--- config.mk ---
export PLATFORM = sky130hd
export DESIGN_NAME = mult4bit_datapath
export DESIGN_NICKNAME = d
export VERILOG_FILES = /design/src/rtl/mult_pkg.sv /design/src/rtl/mult_result_buf.sv /design/src/rtl/mult4bit_datapath.sv
export SDC_FILE = /design/constraint.sdc
export NUM_CORES = 1
export LEC_CHECK = 0
export ABC_AREA = 1
export ABC_CLOCK_PERIOD_IN_PS = 3800
export CAP_MARGIN = 20
export CORE_UTILIZATION = 55
export DETAILED_ROUTE_END_ITERATION = 16
export PLACE_DENSITY = 0.83
export REMOVE_ABC_BUFFERS = 1
export SYNTH_ARGS = -nofsm -noshare
export SYNTH_HDL_FRONTEND = slang
export SYNTH_SLANG_ARGS = --single-unit
--- constraint.sdc ---
create_clock -name clk -period 3.8 [get_ports clk]
set_clock_uncertainty 0.15 [all_clocks]
set_input_delay 0.95 -clock clk [delete_from_list [all_inputs] [get_ports clk]]
set_output_delay 0.95 -clock clk [all_outputs]
set_load 0.1 [all_outputs]
--- src/rtl/mult_pkg.sv ---
// mult_pkg: shared widths and types for the shift-add multiplier datapath
package mult_pkg;
    localparam int N = 4;
    localparam int PW = 2 * N;
    typedef logic [N-1:0] operand_t;
    typedef logic [PW-1:0] product_t;
endpackage

--- src/rtl/mult_result_buf.sv ---
// mult_result_buf: product holding register with valid/ready handshake
// Sticky overrun flag present only when MULT_DP_OVERRUN_EN is defined.
module mult_result_buf
    import mult_pkg::*;
#(
    parameter int PW = mult_pkg::PW
) (
    input  logic          clk,
    input  logic          reset_n,
    input  logic          finish,
    input  logic [PW-1:0] sum,
    input  logic          prod_ready,
    output logic [PW-1:0] product,
    output logic          prod_valid
`ifdef MULT_DP_OVERRUN_EN
    ,
    output logic          overrun
`endif
);
    // A finish in the same cycle as an accept keeps the new result valid
    always_ff @(posedge clk)
        if (!reset_n) begin
            product <= '0;
            prod_valid <= 1'b0;
        end else if (finish) begin
            product <= sum;
            prod_valid <= 1'b1;
        end else if (prod_ready)
            prod_valid <= 1'b0;

`ifdef MULT_DP_OVERRUN_EN
    always_ff @(posedge clk)
        overrun <= !reset_n ? 1'b0 : overrun | (finish & prod_valid & ~prod_ready);
`endif
endmodule

--- src/rtl/mult4bit_datapath.sv ---
// mult4bit_datapath: shift-add multiplier datapath executing init/plus/shift/finish strobes
// Define MULT_DP_OVERRUN_EN to add the sticky overrun output.
module mult4bit_datapath
    import mult_pkg::*;
#(
    parameter int N = mult_pkg::N
) (
    input  logic           clk,
    input  logic           reset_n,
    input  logic [N-1:0]   a_in,
    input  logic [N-1:0]   b_in,
    input  logic           init,
    input  logic           plus,
    input  logic           shift,
    input  logic           finish,
    output logic [N-1:0]   B,
    output logic [2*N-1:0] product,
    output logic           prod_valid,
    input  logic           prod_ready
`ifdef MULT_DP_OVERRUN_EN
    ,
    output logic           overrun
`endif
);
    logic [2*N-1:0] a;
    logic [2*N-1:0] p;
    logic           fin;

    // finish only takes effect when no higher-priority strobe is present
    assign fin = finish & ~(init | plus | shift);

    always_ff @(posedge clk)
        if (!reset_n) begin
            a <= '0;
            B <= '0;
            p <= '0;
        end else if (init) begin
            a <= {{N{1'b0}}, a_in};
            B <= b_in;
            p <= '0;
        end else if (plus) begin
            p <= p + a;
            B[0] <= 1'b0;
        end else if (shift) begin
            a <= a << 1;
            B <= B >> 1;
        end

    mult_result_buf #(.PW(2 * N)) u_buf (
        .clk        (clk),
        .reset_n    (reset_n),
        .finish     (fin),
        .sum        (p),
        .prod_ready (prod_ready),
        .product    (product),
        .prod_valid (prod_valid)
`ifdef MULT_DP_OVERRUN_EN
        ,
        .overrun    (overrun)
`endif
    );
endmodule

==> impl_metrics.ini, run 1 <==
[timing]
slew_violations = 0
relSlewSlack = 0.348
finalHoldViolCount = 0
hold_ws_ns = 0.300
worst_pin_slew_ns = 0.975
tns_ns = 0
post-route-min-period_ns = 2.90
rsz0062_at_grt = no
period_share = 0.764
clock.fmax_mhz = 344
setup_violations = 0

[floorplan]
ios = 28
die_w_um = 54.3
core_um2 = 2520
dieArea_um2 = 2950
rows = 18
start_util = 0.596
die_h_um = 54.3

[synth]
synthCells = 202
ys_top_cells_by_area = dfxtp_1, nand2_1, inv_1
synth-seq-cells = 29
synth_top_area_share = 0.386
synth-main-ff-cell = dfxtp_1
yosysSeqAreaShare = 0.386
yosysMostFrequentCell = nand2_1
synth.avg_cell_area_um2 = 7.44
yosys_warnings = 0
yosysTopAreaCell = dfxtp_1
ys_types = 28
synth_common_cells = nand2_1, dfxtp_1, inv_1
async_flop_share = 0
synth_edf_count = 0
syn_area_um2 = 1500

[setup_path]
cp_top_family = buffers and inverters
path_cells = clkdlybuf4s50_1
reg2reg_depth = 11
r2r_slack_ns = 1.81
end_kind = primary output
criticalPathCategory = flip-flop to primary output
critPathArrivalTime_ns = 1.80
start_kind = flip-flop
path_buf_inv = 1
critPathMaxFanout = 2
slowest_delay_ns = 1.13
cpMaxStageDelayCell = clkdlybuf4s50_1
required_ns = 2.70
cp.depth = 1

[route]
wl_um = 3150
dr_total_vias = 1355
drc = 0
wl_per_cell_um = 12.0
antenna_left = 0
viasPerCell = 5.15
dr.pass1.iters = 4
dr.first_iter.drc_count = 36

[pwr]
pwr-share-comb = 0.201
sequentialPowerShare = 0.487
intPower_w = 0.000469
pwr-share-clk = 0.312
p_per_area_nw_per_um2 = 364
p_switching_w = 0.000202
max-vdd-ir-drop_v = 0.000280
power.leakage_nw = 0.827
swShare = 0.301

[placed_design]
gp_routability_congestion = 0.908
place_area_um2 = 1770
portBuffers = 27
dp_hpwl_um = 2430

[clocking]
cts_post_setup_buffers_inserted = 0
clock-sinks = 29
clk_latency_ns = 0.32
tritoncts = built
cts.clk_slew.worst_paths_ns = 0.09
postCtsHoldBufs = 0
cts_buffers = 5
cts_buffer_depth = 2
ctsResizeCount = 0
ctsHtreeMaxLevel = 2
cts_root_buf = clkbuf_4

[global_routing]
grt_pass1_vias = 1221
grt_pass1_wl_um = 5110
overflow = 0
grt_usage = 0.253
antenna_found_initial = 0
grt_max_degree = 18

[run]
drv_cap = 0

[final_layout]
n_antenna_cell = 0
nets = 255
areaGrowthSynthToFinish_pct = 22.7
drive_above_1_share = 0.103
fin_area_um2 = 1840

[run_status]
status = finished, final reports clean

[min_path]
min_path_cells = 2
min_path_type = flip-flop to flip-flop
## sequential cells by signal (all words and copies together), names as in the netlist
signal / flops
a: 8
B: 4
p: 8
u_buf.prod_valid: 1
u_buf.product: 8
## cell usage in the layout (no fill, tap or decap), types with 3 or more instances in the layout
cell / count
a21oi_1: 17
a31oi_1: 3
nand3_1: 10
o21ai_0: 16
inv_1: 27
clkdlybuf4s50_1: 25
clkbuf_4: 5
nand3b_1: 4
ha_1: 7
a22oi_1: 3
nor2_1: 22
nand2_1: 37
inv_2: 4
buf_4: 3
dfxtp_1: 29
## cells by family after synthesis
logic type | after synthesis | share of synthesized area
buffers and inverters | 38 | 0.112
AND/OR/NAND/NOR | 82 | 0.260
XOR/XNOR | 2 | 0.0117
flip-flops | 29 | 0.386
AO/OA/AOI/OAI | 43 | 0.159
adder cells (fa/ha/maj) | 8 | 0.0716
## per-stage QoR
| stage | setup slack, ns | utilization | cells | total power, W |
|---|---|---|---|---|
| final | 0.895 | 0.731 | 263 | 0.000671 |
| after global routing | 0.826 | 0.731 | 263 | 0.000701 |
| after CTS | 0.878 | 0.731 | 263 | 0.000677 |
| after detailed placement | 1.03 | 0.703 | 255 | 0.000468 |
| after global placement | 1.08 | 0.703 | 255 | 0.000465 |
| after floorplan | 1.76 | - | 197 | 0.000423 |
## power by group through the flow
| stage | Combinational, W | Clock (W) | Sequential [W] |
|---|---|---|---|
| final | 0.000135 | 0.000209 | 0.000327 |
| after global routing | 0.000147 | 0.000225 | 0.000328 |
| after CTS | 0.000135 | 0.000216 | 0.000327 |
| after detailed placement | 0.000134 | 0 | 0.000334 |
| after global placement | 0.000132 | 0 | 0.000333 |
| after floorplan | 0.0000497 | 0 | 0.000373 |
## routing by layer
metal,global-route usage,share of wire,up-vias
met5,0,0,-
met4,0.128,0.0098,0
met3,0.0917,0.063,2
met2,0.386,0.47,41
met1,0.312,0.46,604
li1,-,-,708
## worst paths after layout
kind,start,endpoint
max,B[3]$_SDFFE_PN0P_,B[3]
min,u_buf.product[1]$_SDFFE_PN0P_,u_buf.product[1]$_SDFFE_PN0P_
max reg2reg,a[0]$_SDFFE_PN0P_,p[6]$_SDFFE_PP0P_
min reg2reg,u_buf.product[1]$_SDFFE_PN0P_,u_buf.product[1]$_SDFFE_PN0P_
## area by class of cell
type	instances	area, um^2
well taps	30	37.5
repair buffers	28	273
flip-flops and latches	29	581
clock buffers	7	65.1
inverters	33	129
fillers	201	678
clock inverters	1	5.00
multi-input cells	135	754
Note: power is estimated with default switching activity, not from simulation.
==> inputs of run 2 (changes only) <==
--- a/config.mk
+++ b/config.mk
@@ -6,11 +6,11 @@
 export NUM_CORES = 1
 export LEC_CHECK = 0
 export ABC_AREA = 1
-export ABC_CLOCK_PERIOD_IN_PS = 3800
+export ABC_CLOCK_PERIOD_IN_PS = 2520
 export CAP_MARGIN = 20
-export CORE_UTILIZATION = 55
+export CORE_UTILIZATION = 46
 export DETAILED_ROUTE_END_ITERATION = 16
-export PLACE_DENSITY = 0.83
+export PLACE_DENSITY = 0.74
 export REMOVE_ABC_BUFFERS = 1
 export SYNTH_ARGS = -nofsm -noshare
 export SYNTH_HDL_FRONTEND = slang
==> constraint.sdc (replaced) <==
create_clock -name clk -period 2.52 [get_ports clk]
set_clock_uncertainty 0.15 [all_clocks]
set_input_delay 0.63 -clock clk [delete_from_list [all_inputs] [get_ports clk]]
set_output_delay 0.63 -clock clk [all_outputs]
set_load 0.1 [all_outputs]
==> run 2 against run 1 <==
First-iteration DRC count is 61% higher. Routed wire length shrank 2.9%. Combinational power rose by 50%. Count of clock-buffer cells in the layout is 2 lower. Critical path type is now flip-flop to flip-flop.
==> impl_metrics.ini, run 2 (synthesized netlist as in run 1, its figures left out) <==
[run_status]
status = finished, final reports clean

[setup_path]
cp.depth = 11
worstReg2RegEnd = p[6]$_SDFFE_PP0P_
critPathArrivalTime_ns = 1.96
critPathMaxFanout = 3
r2r_slack_ns = 0.65
criticalPathCategory = flip-flop to flip-flop
required_ns = 2.61
path_buf_inv = 2
cpMaxStageDelayCell = fa_1
cp_top_family = adder cells
path_cells = ha_1 > inv_1 > fa_1 > inv_1 > nand2_1 > nand2_1 > nand3b_1 > nand3_1 > nand2_1 > nor2_1 > nor2_1
slowest_delay_ns = 0.41
rr_startpoint = p[0]$_SDFFE_PP0P_
start_kind = flip-flop
reg2reg_depth = 11
cp_common_cell = nand2_1
end_kind = flip-flop

[floorplan]
die_w_um = 59.2
die_h_um = 59.2
ios = 28
core_um2 = 3080
dieArea_um2 = 3500
rows = 20
start_util = 0.488

[placed_design]
portBuffers = 27
dp.cells = 271
dp_hpwl_um = 2330
gp_routability_congestion = 0.833

[timing]
post-route-min-period_ns = 1.87
worst_pin_slew_ns = 0.338
slew_violations = 0
relSlewSlack = 0.774
period_share = 0.742
finalHoldViolCount = 0
setup_violations = 0
rsz0062_at_grt = no
tns_ns = 0
clock.fmax_mhz = 535

[clocking]
cts_root_buf = clkbuf_4
postCtsHoldBufs = 0
clk_latency_ns = 0.34
cts_post_setup_buffers_inserted = 0
cts.clk_slew.worst_paths_ns = 0.10
cts_buffer_depth = 2
tritoncts = built
clock-sinks = 29
cts_buffers = 5
ctsHtreeMaxLevel = 2
ctsResizeCount = 0

[global_routing]
grt_pass1_wl_um = 5370
grt_max_degree = 18
grt_usage = 0.209
antenna_found_initial = 0
overflow = 0
grt_pass1_vias = 1247

[final_layout]
layout_commonest_cell = nand2_1
final_cell_mix = nand2_1, dfxtp_1, inv_1
top_regs = a (8), p (8), u_buf.product (8)
areaGrowthSynthToFinish_pct = 22.1
drive_above_1_share = 0.157
nFillCells = 302
final_cells = 279
n_antenna_cell = 0
nets = 257

[route]
dr.pass1.iters = 4
dr.first_iter.drc_count = 58
wl_um = 3060
wl_per_cell_um = 11.0
drc = 0
antenna_left = 0
dr_total_vias = 1342
viasPerCell = 4.81

[min_path]
worstHoldEndpoint = u_buf.product[2]$_SDFFE_PN0P_
min_from = u_buf.product[2]$_SDFFE_PN0P_
min_path_cells = 2
min_path_type = flip-flop to flip-flop

[run]
drv_cap = 0

[pwr]
max-vdd-ir-drop_v = 0.000289
p_per_area_nw_per_um2 = 529
power.leakage_nw = 0.847
==> run 2: changes by cell type in the layout (fill, tap and decap cells not counted) <==
cell	change
buf_4	+13
clkbuf_8	-2
clkdlybuf4s50_1	-11
clkinv_2	+1
clkinvlp_4	+1
==> run 2: final cells by class <==
class	count	area [um^2]	area share
multi-input combinational	135	754	0.411
clock buffer	5	37.5	0.0205
inverter	33	129	0.0703
timing repair buffer	30	260	0.142
sequential	29	581	0.317
clock inverter	3	17.5	0.00955
tap	44	55.1	0.0300
==> run 2: worst reg2reg max path, stage by stage, from the launching register on <==
cell      delay (ns)
dfxtp_1         0.38
ha_1            0.18
inv_1           0.05
fa_1            0.41
inv_1           0.09
nand2_1         0.05
nand2_1         0.09
nand3b_1        0.10
nand3_1         0.08
nand2_1         0.05
nor2_1          0.09
nor2_1          0.04
==> run 2: report_power, final <==
| group | total [W] | switching, W | internal [W] |
|---|---|---|---|
| Clock | 0.000275 | 0.000171 | 0.000105 |
| Combinational | 0.000203 | 0.000136 | 0.0000677 |
| Sequential | 0.000491 | 0.0000142 | 0.000477 |
==> run 2: how the worst max path moves through the flow <==
stage | endpoint | start | slack [ns]
final | p[6]$_SDFFE_PP0P_ | p[0]$_SDFFE_PP0P_ | 0.65
after global routing | p[6]$_SDFFE_PP0P_ | p[0]$_SDFFE_PP0P_ | 0.51
after CTS | p[6]$_SDFFE_PP0P_ | p[0]$_SDFFE_PP0P_ | 0.64
after detailed placement | u_buf.product[5]$_SDFFE_PN0P_ | plus | 0.32
after global placement | u_buf.product[6]$_SDFFE_PN0P_ | plus | 0.34
after floorplan | B[2] | B[2]$_SDFFE_PN0P_ | 0.80
==> run 2: layer usage <==
| layer | up-vias | global-route usage | wire [um] |
|---|---|---|---|
| met5 | - | 0 | 0 |
| met4 | 0 | 0.0850 | 53 |
| met1 | 594 | 0.247 | 1460 |
| li1 | 714 | - | - |
| met2 | 29 | 0.349 | 1390 |
| met3 | 5 | 0.0677 | 158 |
==> run 2: through the flow <==
| step | util | cell area, um^2 | hold WS [ns] | power [W] | setup slack (ns) |
|---|---|---|---|---|---|
| finish | 0.596 | 1830 | 0.295 | 0.000970 | 0.650 |
| floorplan | - | 1460 | 0.302 | 0.000638 | 0.799 |
| global route | 0.596 | 1830 | 0.329 | 0.00102 | 0.507 |
| global placement | 0.578 | 1780 | 0.281 | 0.000704 | 0.342 |
| CTS | 0.596 | 1830 | 0.300 | 0.000980 | 0.642 |
| detailed placement | 0.578 | 1780 | 0.286 | 0.000706 | 0.316 |
